<file path="src/rtl/bus_pkg.sv">
// ---------------------------------------------------------------------------
// bus_pkg
// Shared constants for the 32-bit CPU data bus. Source and destination
// registers share one 5-bit code space, so the same localparams serve both
// the source mux and the destination (write) block.
//
// Contents:
//   BUS_DATA_W          default bus/register width
//   REG_*               5-bit source/destination codes
//   is_writable_dest()  1 when a code names a register the bus may load
// ---------------------------------------------------------------------------
package bus_pkg;

  localparam int BUS_DATA_W = 32;

  localparam logic [4:0] REG_R0      = 5'd0;
  localparam logic [4:0] REG_R1      = 5'd1;
  localparam logic [4:0] REG_R2      = 5'd2;
  localparam logic [4:0] REG_R3      = 5'd3;
  localparam logic [4:0] REG_R4      = 5'd4;
  localparam logic [4:0] REG_R5      = 5'd5;
  localparam logic [4:0] REG_R6      = 5'd6;
  localparam logic [4:0] REG_R7      = 5'd7;
  localparam logic [4:0] REG_R8      = 5'd8;
  localparam logic [4:0] REG_R9      = 5'd9;
  localparam logic [4:0] REG_R10     = 5'd10;
  localparam logic [4:0] REG_R11     = 5'd11;
  localparam logic [4:0] REG_R12     = 5'd12;
  localparam logic [4:0] REG_R13     = 5'd13;
  localparam logic [4:0] REG_R14     = 5'd14;
  localparam logic [4:0] REG_R15     = 5'd15;
  localparam logic [4:0] REG_HI      = 5'd16;
  localparam logic [4:0] REG_LO      = 5'd17;
  localparam logic [4:0] REG_ZHI     = 5'd18;
  localparam logic [4:0] REG_ZLO     = 5'd19;
  localparam logic [4:0] REG_PC      = 5'd20;
  localparam logic [4:0] REG_MDR     = 5'd21;
  // InPort drives the bus as a source; OutPort is loaded as a destination.
  localparam logic [4:0] REG_INPORT  = 5'd22;
  localparam logic [4:0] REG_OUTPORT = 5'd22;
  localparam logic [4:0] REG_C       = 5'd23;
  localparam logic [4:0] REG_IR      = 5'd24;
  localparam logic [4:0] REG_MAR     = 5'd25;
  localparam logic [4:0] REG_Y       = 5'd26;

  // Zhi/Zlo are loaded only by the ALU and C is a read-only sign-extended
  // constant, so those codes (and 27-31) are not valid bus destinations.
  function automatic logic is_writable_dest(input logic [4:0] code);
    logic ok;
    ok = 1'b0;
    if (code <= REG_R15) ok = 1'b1;
    else begin
      case (code)
        REG_HI, REG_LO, REG_PC, REG_MDR, REG_OUTPORT,
        REG_IR, REG_MAR, REG_Y:         ok = 1'b1;
        REG_ZHI, REG_ZLO, REG_C:        ok = 1'b0;
        default:                        ok = 1'b0;
      endcase
    end
    return ok;
  endfunction

endpackage

</file>
<file path="src/rtl/reg_en_32.sv">
// ---------------------------------------------------------------------------
// reg_en_32
// DATA_W-wide storage register with synchronous clear and load enable.
//
// Parameters:
//   DATA_W     register width
//   RESET_VAL  value loaded when clr is high at the clock edge
// Ports:
//   clk  in   clock, rising edge
//   clr  in   synchronous active-high clear (overrides en)
//   en   in   load enable
//   d    in   data to load
//   q    out  current register value
// ---------------------------------------------------------------------------
module reg_en_32
  import bus_pkg::*;
#(
  parameter int                 DATA_W    = BUS_DATA_W,
  parameter logic [DATA_W-1:0]  RESET_VAL = '0
) (
  input  logic              clk,
  input  logic              clr,
  input  logic              en,
  input  logic [DATA_W-1:0] d,
  output logic [DATA_W-1:0] q
);

  logic [DATA_W-1:0] q_q;
  logic [DATA_W-1:0] q_d;

  always_comb begin
    q_d = q_q;
    if (en) q_d = d;
  end

  always_ff @(posedge clk) begin
    if (clr) q_q <= RESET_VAL;
    else     q_q <= q_d;
  end

  assign q = q_q;

endmodule

</file>
<file path="src/rtl/bus_dest_regs.sv">
// ---------------------------------------------------------------------------
// bus_dest_regs
// Write end of the CPU data bus: loads bus_data into the register named by
// dest_sel on the rising edge, and exposes every register to the datapath.
// PC has its own increment path and MDR its own memory-load path; both can
// update in the same cycle as an unrelated bus write.
//
// Optional build macro BUS_DEST_TRACE_EN adds last_dest / wr_count /
// last_data, which record valid bus writes.
//
// Ports:
//   clk, clr                 clock / synchronous active-high reset
//   bus_data, dest_we,       bus value, write strobe, destination code
//   dest_sel
//   pc_inc                   PC <= PC + 1 (a bus write to PC wins)
//   mdr_read, mem_data_in    MDR <= memory data (wins over a bus write)
//   ba_out                   forces the R0 slice of r_busout to zero
//   r_busout                 R0..R15, R0 in the low DATA_W bits
//   hi_out .. y_out          special register values
//   illegal_wr               sticky flag: write to a reserved code
// ---------------------------------------------------------------------------
module bus_dest_regs
  import bus_pkg::*;
#(
  parameter int                DATA_W   = BUS_DATA_W,
  parameter logic [DATA_W-1:0] PC_RESET = '0
) (
  input  logic                   clk,
  input  logic                   clr,
  input  logic [DATA_W-1:0]      bus_data,
  input  logic                   dest_we,
  input  logic [4:0]             dest_sel,
  input  logic                   pc_inc,
  input  logic                   mdr_read,
  input  logic [DATA_W-1:0]      mem_data_in,
  input  logic                   ba_out,
  output logic [16*DATA_W-1:0]   r_busout,
  output logic [DATA_W-1:0]      hi_out,
  output logic [DATA_W-1:0]      lo_out,
  output logic [DATA_W-1:0]      pc_out,
  output logic [DATA_W-1:0]      mdr_out,
  output logic [DATA_W-1:0]      outport_out,
  output logic [DATA_W-1:0]      ir_out,
  output logic [DATA_W-1:0]      mar_out,
  output logic [DATA_W-1:0]      y_out,
`ifdef BUS_DEST_TRACE_EN
  output logic [4:0]             last_dest,
  output logic [15:0]            wr_count,
  output logic [DATA_W-1:0]      last_data,
`endif
  output logic                   illegal_wr
);

  logic                         wr_valid;
  logic [15:0]                  r_en;
  logic [15:0][DATA_W-1:0]      r_q;
  logic                         pc_en;
  logic [DATA_W-1:0]            pc_d;
  logic                         mdr_en;
  logic [DATA_W-1:0]            mdr_d;
  logic                         illegal_wr_q;
  logic                         illegal_wr_d;

  // Decode the destination strobe; reserved codes never enable a register.
  always_comb begin
    wr_valid = dest_we && is_writable_dest(dest_sel);
    for (int i = 0; i < 16; i++) begin
      r_en[i] = wr_valid && (dest_sel == 5'(i));
    end
  end

  for (genvar gi = 0; gi < 16; gi++) begin : g_gpr
    reg_en_32 #(.DATA_W(DATA_W), .RESET_VAL('0)) u_r (
      .clk (clk),
      .clr (clr),
      .en  (r_en[gi]),
      .d   (bus_data),
      .q   (r_q[gi])
    );
  end

  reg_en_32 #(.DATA_W(DATA_W), .RESET_VAL('0)) u_hi (
    .clk(clk), .clr(clr), .en(wr_valid && dest_sel == REG_HI),
    .d(bus_data), .q(hi_out));
  reg_en_32 #(.DATA_W(DATA_W), .RESET_VAL('0)) u_lo (
    .clk(clk), .clr(clr), .en(wr_valid && dest_sel == REG_LO),
    .d(bus_data), .q(lo_out));
  reg_en_32 #(.DATA_W(DATA_W), .RESET_VAL('0)) u_outport (
    .clk(clk), .clr(clr), .en(wr_valid && dest_sel == REG_OUTPORT),
    .d(bus_data), .q(outport_out));
  reg_en_32 #(.DATA_W(DATA_W), .RESET_VAL('0)) u_ir (
    .clk(clk), .clr(clr), .en(wr_valid && dest_sel == REG_IR),
    .d(bus_data), .q(ir_out));
  reg_en_32 #(.DATA_W(DATA_W), .RESET_VAL('0)) u_mar (
    .clk(clk), .clr(clr), .en(wr_valid && dest_sel == REG_MAR),
    .d(bus_data), .q(mar_out));
  reg_en_32 #(.DATA_W(DATA_W), .RESET_VAL('0)) u_y (
    .clk(clk), .clr(clr), .en(wr_valid && dest_sel == REG_Y),
    .d(bus_data), .q(y_out));

  // PC: a bus write takes priority over the increment; the add wraps.
  always_comb begin
    pc_en = 1'b0;
    pc_d  = pc_out;
    if (wr_valid && dest_sel == REG_PC) begin
      pc_en = 1'b1;
      pc_d  = bus_data;
    end else if (pc_inc) begin
      pc_en = 1'b1;
      pc_d  = pc_out + DATA_W'(1);
    end
  end

  reg_en_32 #(.DATA_W(DATA_W), .RESET_VAL(PC_RESET)) u_pc (
    .clk(clk), .clr(clr), .en(pc_en), .d(pc_d), .q(pc_out));

  // MDR: the memory load takes priority over a bus write.
  always_comb begin
    mdr_en = 1'b0;
    mdr_d  = bus_data;
    if (mdr_read) begin
      mdr_en = 1'b1;
      mdr_d  = mem_data_in;
    end else if (wr_valid && dest_sel == REG_MDR) begin
      mdr_en = 1'b1;
    end
  end

  reg_en_32 #(.DATA_W(DATA_W), .RESET_VAL('0)) u_mdr (
    .clk(clk), .clr(clr), .en(mdr_en), .d(mdr_d), .q(mdr_out));

  // R0 gating only affects what leaves the block; the stored R0 is intact.
  always_comb begin
    r_busout               = r_q;
    r_busout[DATA_W-1:0]   = ba_out ? '0 : r_q[0];
  end

  always_comb begin
    illegal_wr_d = illegal_wr_q | (dest_we & ~is_writable_dest(dest_sel));
  end

  always_ff @(posedge clk) begin
    if (clr) illegal_wr_q <= 1'b0;
    else     illegal_wr_q <= illegal_wr_d;
  end

  assign illegal_wr = illegal_wr_q;

`ifdef BUS_DEST_TRACE_EN
  logic [4:0]        last_dest_q;
  logic [4:0]        last_dest_d;
  logic [15:0]       wr_count_q;
  logic [15:0]       wr_count_d;
  logic [DATA_W-1:0] last_data_q;
  logic [DATA_W-1:0] last_data_d;

  // Only valid bus writes are traced; PC increments and MDR loads are not.
  always_comb begin
    last_dest_d = last_dest_q;
    wr_count_d  = wr_count_q;
    last_data_d = last_data_q;
    if (wr_valid) begin
      last_dest_d = dest_sel;
      wr_count_d  = wr_count_q + 16'd1;
      last_data_d = bus_data;
    end
  end

  always_ff @(posedge clk) begin
    if (clr) begin
      last_dest_q <= '0;
      wr_count_q  <= '0;
      last_data_q <= '0;
    end else begin
      last_dest_q <= last_dest_d;
      wr_count_q  <= wr_count_d;
      last_data_q <= last_data_d;
    end
  end

  assign last_dest = last_dest_q;
  assign wr_count  = wr_count_q;
  assign last_data = last_data_q;
`endif

endmodule
</file>
<file path="config.mk">
export PLATFORM = sky130hd
export DESIGN_NAME = bus_dest_regs
export DESIGN_NICKNAME = d
export VERILOG_FILES = /design/src/rtl/bus_pkg.sv /design/src/rtl/reg_en_32.sv /design/src/rtl/bus_dest_regs.sv
export SDC_FILE = /design/constraint.sdc
export NUM_CORES = 2
export LEC_CHECK = 0
export CAP_MARGIN = 0
export CELL_PAD_IN_SITES_DETAIL_PLACEMENT = 0
export CELL_PAD_IN_SITES_GLOBAL_PLACEMENT = 1
export CORE_AREA = 2 2 333 335
export DETAILED_ROUTE_END_ITERATION = 10
export DIE_AREA = 0 0 335 337
export GPL_ROUTABILITY_DRIVEN = 0
export PLACE_DENSITY_LB_ADDON = 0.25
export REMOVE_ABC_BUFFERS = 1
export SLEW_MARGIN = 30
export SYNTH_ARGS = -nofsm -noshare
export SYNTH_HDL_FRONTEND = slang
export SYNTH_HIERARCHICAL = 1
export SYNTH_SLANG_ARGS = --single-unit
</file>
<file path="constraint.sdc">
create_clock -name clk -period 2.2 [get_ports clk]
set_input_delay 0.22 -clock clk [delete_from_list [all_inputs] [get_ports clk]]
set_output_delay 0.22 -clock clk [all_outputs]
set_load 0.005 [all_outputs]
</file>
==> results.sh <==
export IMPL_ys_seq_elements=769
export IMPL_arrival_ns=1.82
export IMPL_via_count=23000
export IMPL_fillers=10900
export IMPL_status="complete, no violations"
export IMPL_grt_overflow=0
export IMPL_synthCells=2763
export IMPL_rsz0062_at_grt="no"
export IMPL_track_usage=0.212
export IMPL_worstPathCellList="clkdlybuf4s50_1"
export IMPL_setup_viol=0
export IMPL_wl_mm=124
export IMPL_final_seq_area_um2=15400
export IMPL_fin_cells=5207
export IMPL_cts_buffers=92
export IMPL_synthToLayoutAreaGrowth_pct=46.0
export IMPL_clkSlewWorstSetupHoldPaths_ns=0.06
export IMPL_dp_hpwl_mm=89.7
export IMPL_antenna_found_initial=3
export IMPL_slew_headroom=0.577
export IMPL_cp_top_family="buffers and inverters"
export IMPL_wire_per_inst_um=23.8
export IMPL_pwr_density_cell_nw_per_um2=722
export IMPL_irDropWorstVdd_mv=0.518
export IMPL_route_detailed_drc=0
export IMPL_fmax_mhz=491
export IMPL_cp_data_required_time_ns=1.98
export IMPL_wl_met3_mm=7.85
export IMPL_timing_worst_setup_path_type="reg -> out"
export IMPL_h_tree_depth=3
export IMPL_clock_latency_ns=0.66
export IMPL_num_rows=122
export IMPL_hold_class="in -> reg"
export IMPL_max_stage_delay_ns=0.75
export IMPL_avgSynthCellArea_um2=10.8
export IMPL_critPathBufInv=1
export IMPL_critPathLaunchType="register"
export IMPL_grt_max_degree=93
export IMPL_start_util=0.272
export IMPL_postRouteAntennaNets=0
export IMPL_p_leak_uw=0.0150
export IMPL_skew_ns=0.0172
export IMPL_cts_root_buf="clkbuf_16"
export IMPL_drive_gt1_frac=0.111
export IMPL_m1WireLength_mm=51.9
export IMPL_slew_viol_final=0
export IMPL_dr_wl_met2_mm=61.6
export IMPL_hold_viol_final=0
export IMPL_nNetsFinal=3780
export IMPL_period_minus_slack_ns=2.04
export IMPL_place_inst=5031
export IMPL_fp_dieW_um=335
export IMPL_cts_sink_count=769
export IMPL_power_uw=31400
export IMPL_end_kind="output pin"
export IMPL_multi_input_comb_area_um2=12500
export IMPL_cts_tree="yes"
export IMPL_synth_cell_types=39
export IMPL_grt_pass1_wl_mm=172
export IMPL_port_buffers=843
export IMPL_clk_path_buf_depth=3
export IMPL_grt_pass1_vias=22300
export IMPL_tns_ns=0
export IMPL_drtIter0Drc=1017
export IMPL_pin_count=844
export IMPL_highest_layer="met5"
export IMPL_period_share=0.926
export IMPL_firstDrtPassIters=5
export IMPL_core_um2=110000
export IMPL_tightest_slew_ns=0.632
export IMPL_path_max_fanout=5
export IMPL_max_cap_violations=0
export IMPL_slowest_stage="clkdlybuf4s50_1"
export IMPL_die_h_um=337
export IMPL_vias_per_cell=4.41
export IMPL_syn_area_um2=29800
export IMPL_ys_seq_area_frac=0.516
export IMPL_die_area_um2=113000
export IMPL_r2r_slack_ns=0.17
export IMPL_yosysWarnings=6
-- path summary, 6_finish.rpt --
kind | from | to | depth (start not counted)
worst max-delay path | u_pc/q[22] | pc_out[22] | 1
worst min-delay path | mdr_read | u_mdr/q[20] | 4
worst max register to register | u_pc/q[17] | u_pc/q[21] | 9
worst min register to register | g_gpr[0].u_r/q[23] | g_gpr[0].u_r/q[23] | 2
-- cells in the final DEF, fill, tap and decap left out, types with 4 or more instances in the layout --
cell and count:
buf_4 127, and3_1 6, inv_1 7, nor2b_1 32
clkbuf_1 24, xor2_1 8, o21ai_0 7, nand3b_1 4
clkbuf_16 94, buf_12 68, clkinv_2 14, o21ai_1 11
nor3_2 14, nor2_4 14, mux2_2 32, a21oi_1 15
nor2_1 792, nand2_1 29, nand3_1 11, xnor2_1 23
clkbuf_8 24, dfxtp_1 768, clkdlybuf4s50_1 840, mux2i_1 769
-- flip-flops by register name, summed over array words and instances (netlist names) --
signal       count
g_gpr.u_r/q    512
u_hi/q          32
u_ir/q          32
u_lo/q          32
u_mar/q         32
u_mdr/q         32
u_outport/q     32
u_pc/q          32
u_y/q           32
illegal_wr       1
-- cell families after synthesis --
family / count (synthesis) / synth area share
AND/OR/NAND/NOR: 928 / 0.127
flip-flops: 769 / 0.516
buffers and inverters: 198 / 0.0708
AO/OA/AOI/OAI: 35 / 0.00600
multiplexers: 801 / 0.270
adder cells (fa/ha/maj): 1 / 0.000420
XOR/XNOR: 31 / 0.00911
-- routing by layer --
metal	global-route usage	vias to the layer above
met1	0.255	11100
met4	0.0587	6
met2	0.369	609
li1	-	11100
met3	0.0569	136
met5	0	-
-- tightest hold or removal path, stage by stage --
cell     delay, ns
buf_4         0.23
mux2_2        0.20
mux2i_1       0.06
nor2_1        0.07
-- stage by stage --
| step | hold WS [ns] | util | instance area, um^2 | setup WS [ns] |
|---|---|---|---|---|
| detailed placement | 0.472 | 0.368 | 40400 | -0.224 |
| floorplan | 0.292 | - | 27700 | -3.12 |
| global placement | 0.465 | 0.368 | 40400 | -0.222 |
| CTS | 0.115 | 0.397 | 43500 | 0.0502 |
| global route | 0.150 | 0.397 | 43500 | 0.00844 |
| finish | 0.171 | 0.397 | 43500 | 0.162 |
-- cell type report --
type                            count  area share
Antenna cell                        2    0.000115
Clock buffer                      142      0.0637
Clock inverter                     27     0.00704
Inverter                            7    0.000604
Multi-Input combinational cell   1796       0.287
Sequential cell                   769       0.354
Tap cell                         1426      0.0410
Timing Repair Buffer             1038       0.247
-- power by group --
group | internal, uW | switching (uW) | total, uW
Combinational | 824 | 1080 | 1900
Sequential | 14100 | 77.3 | 14100
Clock | 9070 | 6300 | 15400
-- cell usage after synthesis (all sizes together) --
cell type,instances,area (um^2)
clkbuf,88,330
a21oi,15,75.1
buf,103,1750
nor2b,32,200
ha,1,12.5
nand3b,4,30.0
nor3,17,130
nand3,11,55.1
or3,1,6.26
and4,2,17.5
inv,7,26.3
xnor2,23,201
o21bai,1,7.51
a31oi,1,6.26
nor3b,2,15.0
or2,2,12.5
dfxtp,769,15400
nor2,806,3030
nand2,29,109
nor4,4,37.5
and2,1,6.26
mux2,32,360
and3,6,37.5
nand4b,1,8.76
nand2b,3,18.8
mux2i,769,7700
or4,1,11.3
o21ai,18,90.1
nand4,6,65.1
xor2,8,70.1
-- timing repair --
item	4_1_cts	5_1_grt
gates resized for setup	0	1
buffers inserted	0	4
hold buffers	1	0
endpoints found under the hold margin	24	0
endpoints found under the setup margin	0	3
Note: power is estimated with default switching activity, not from simulation.
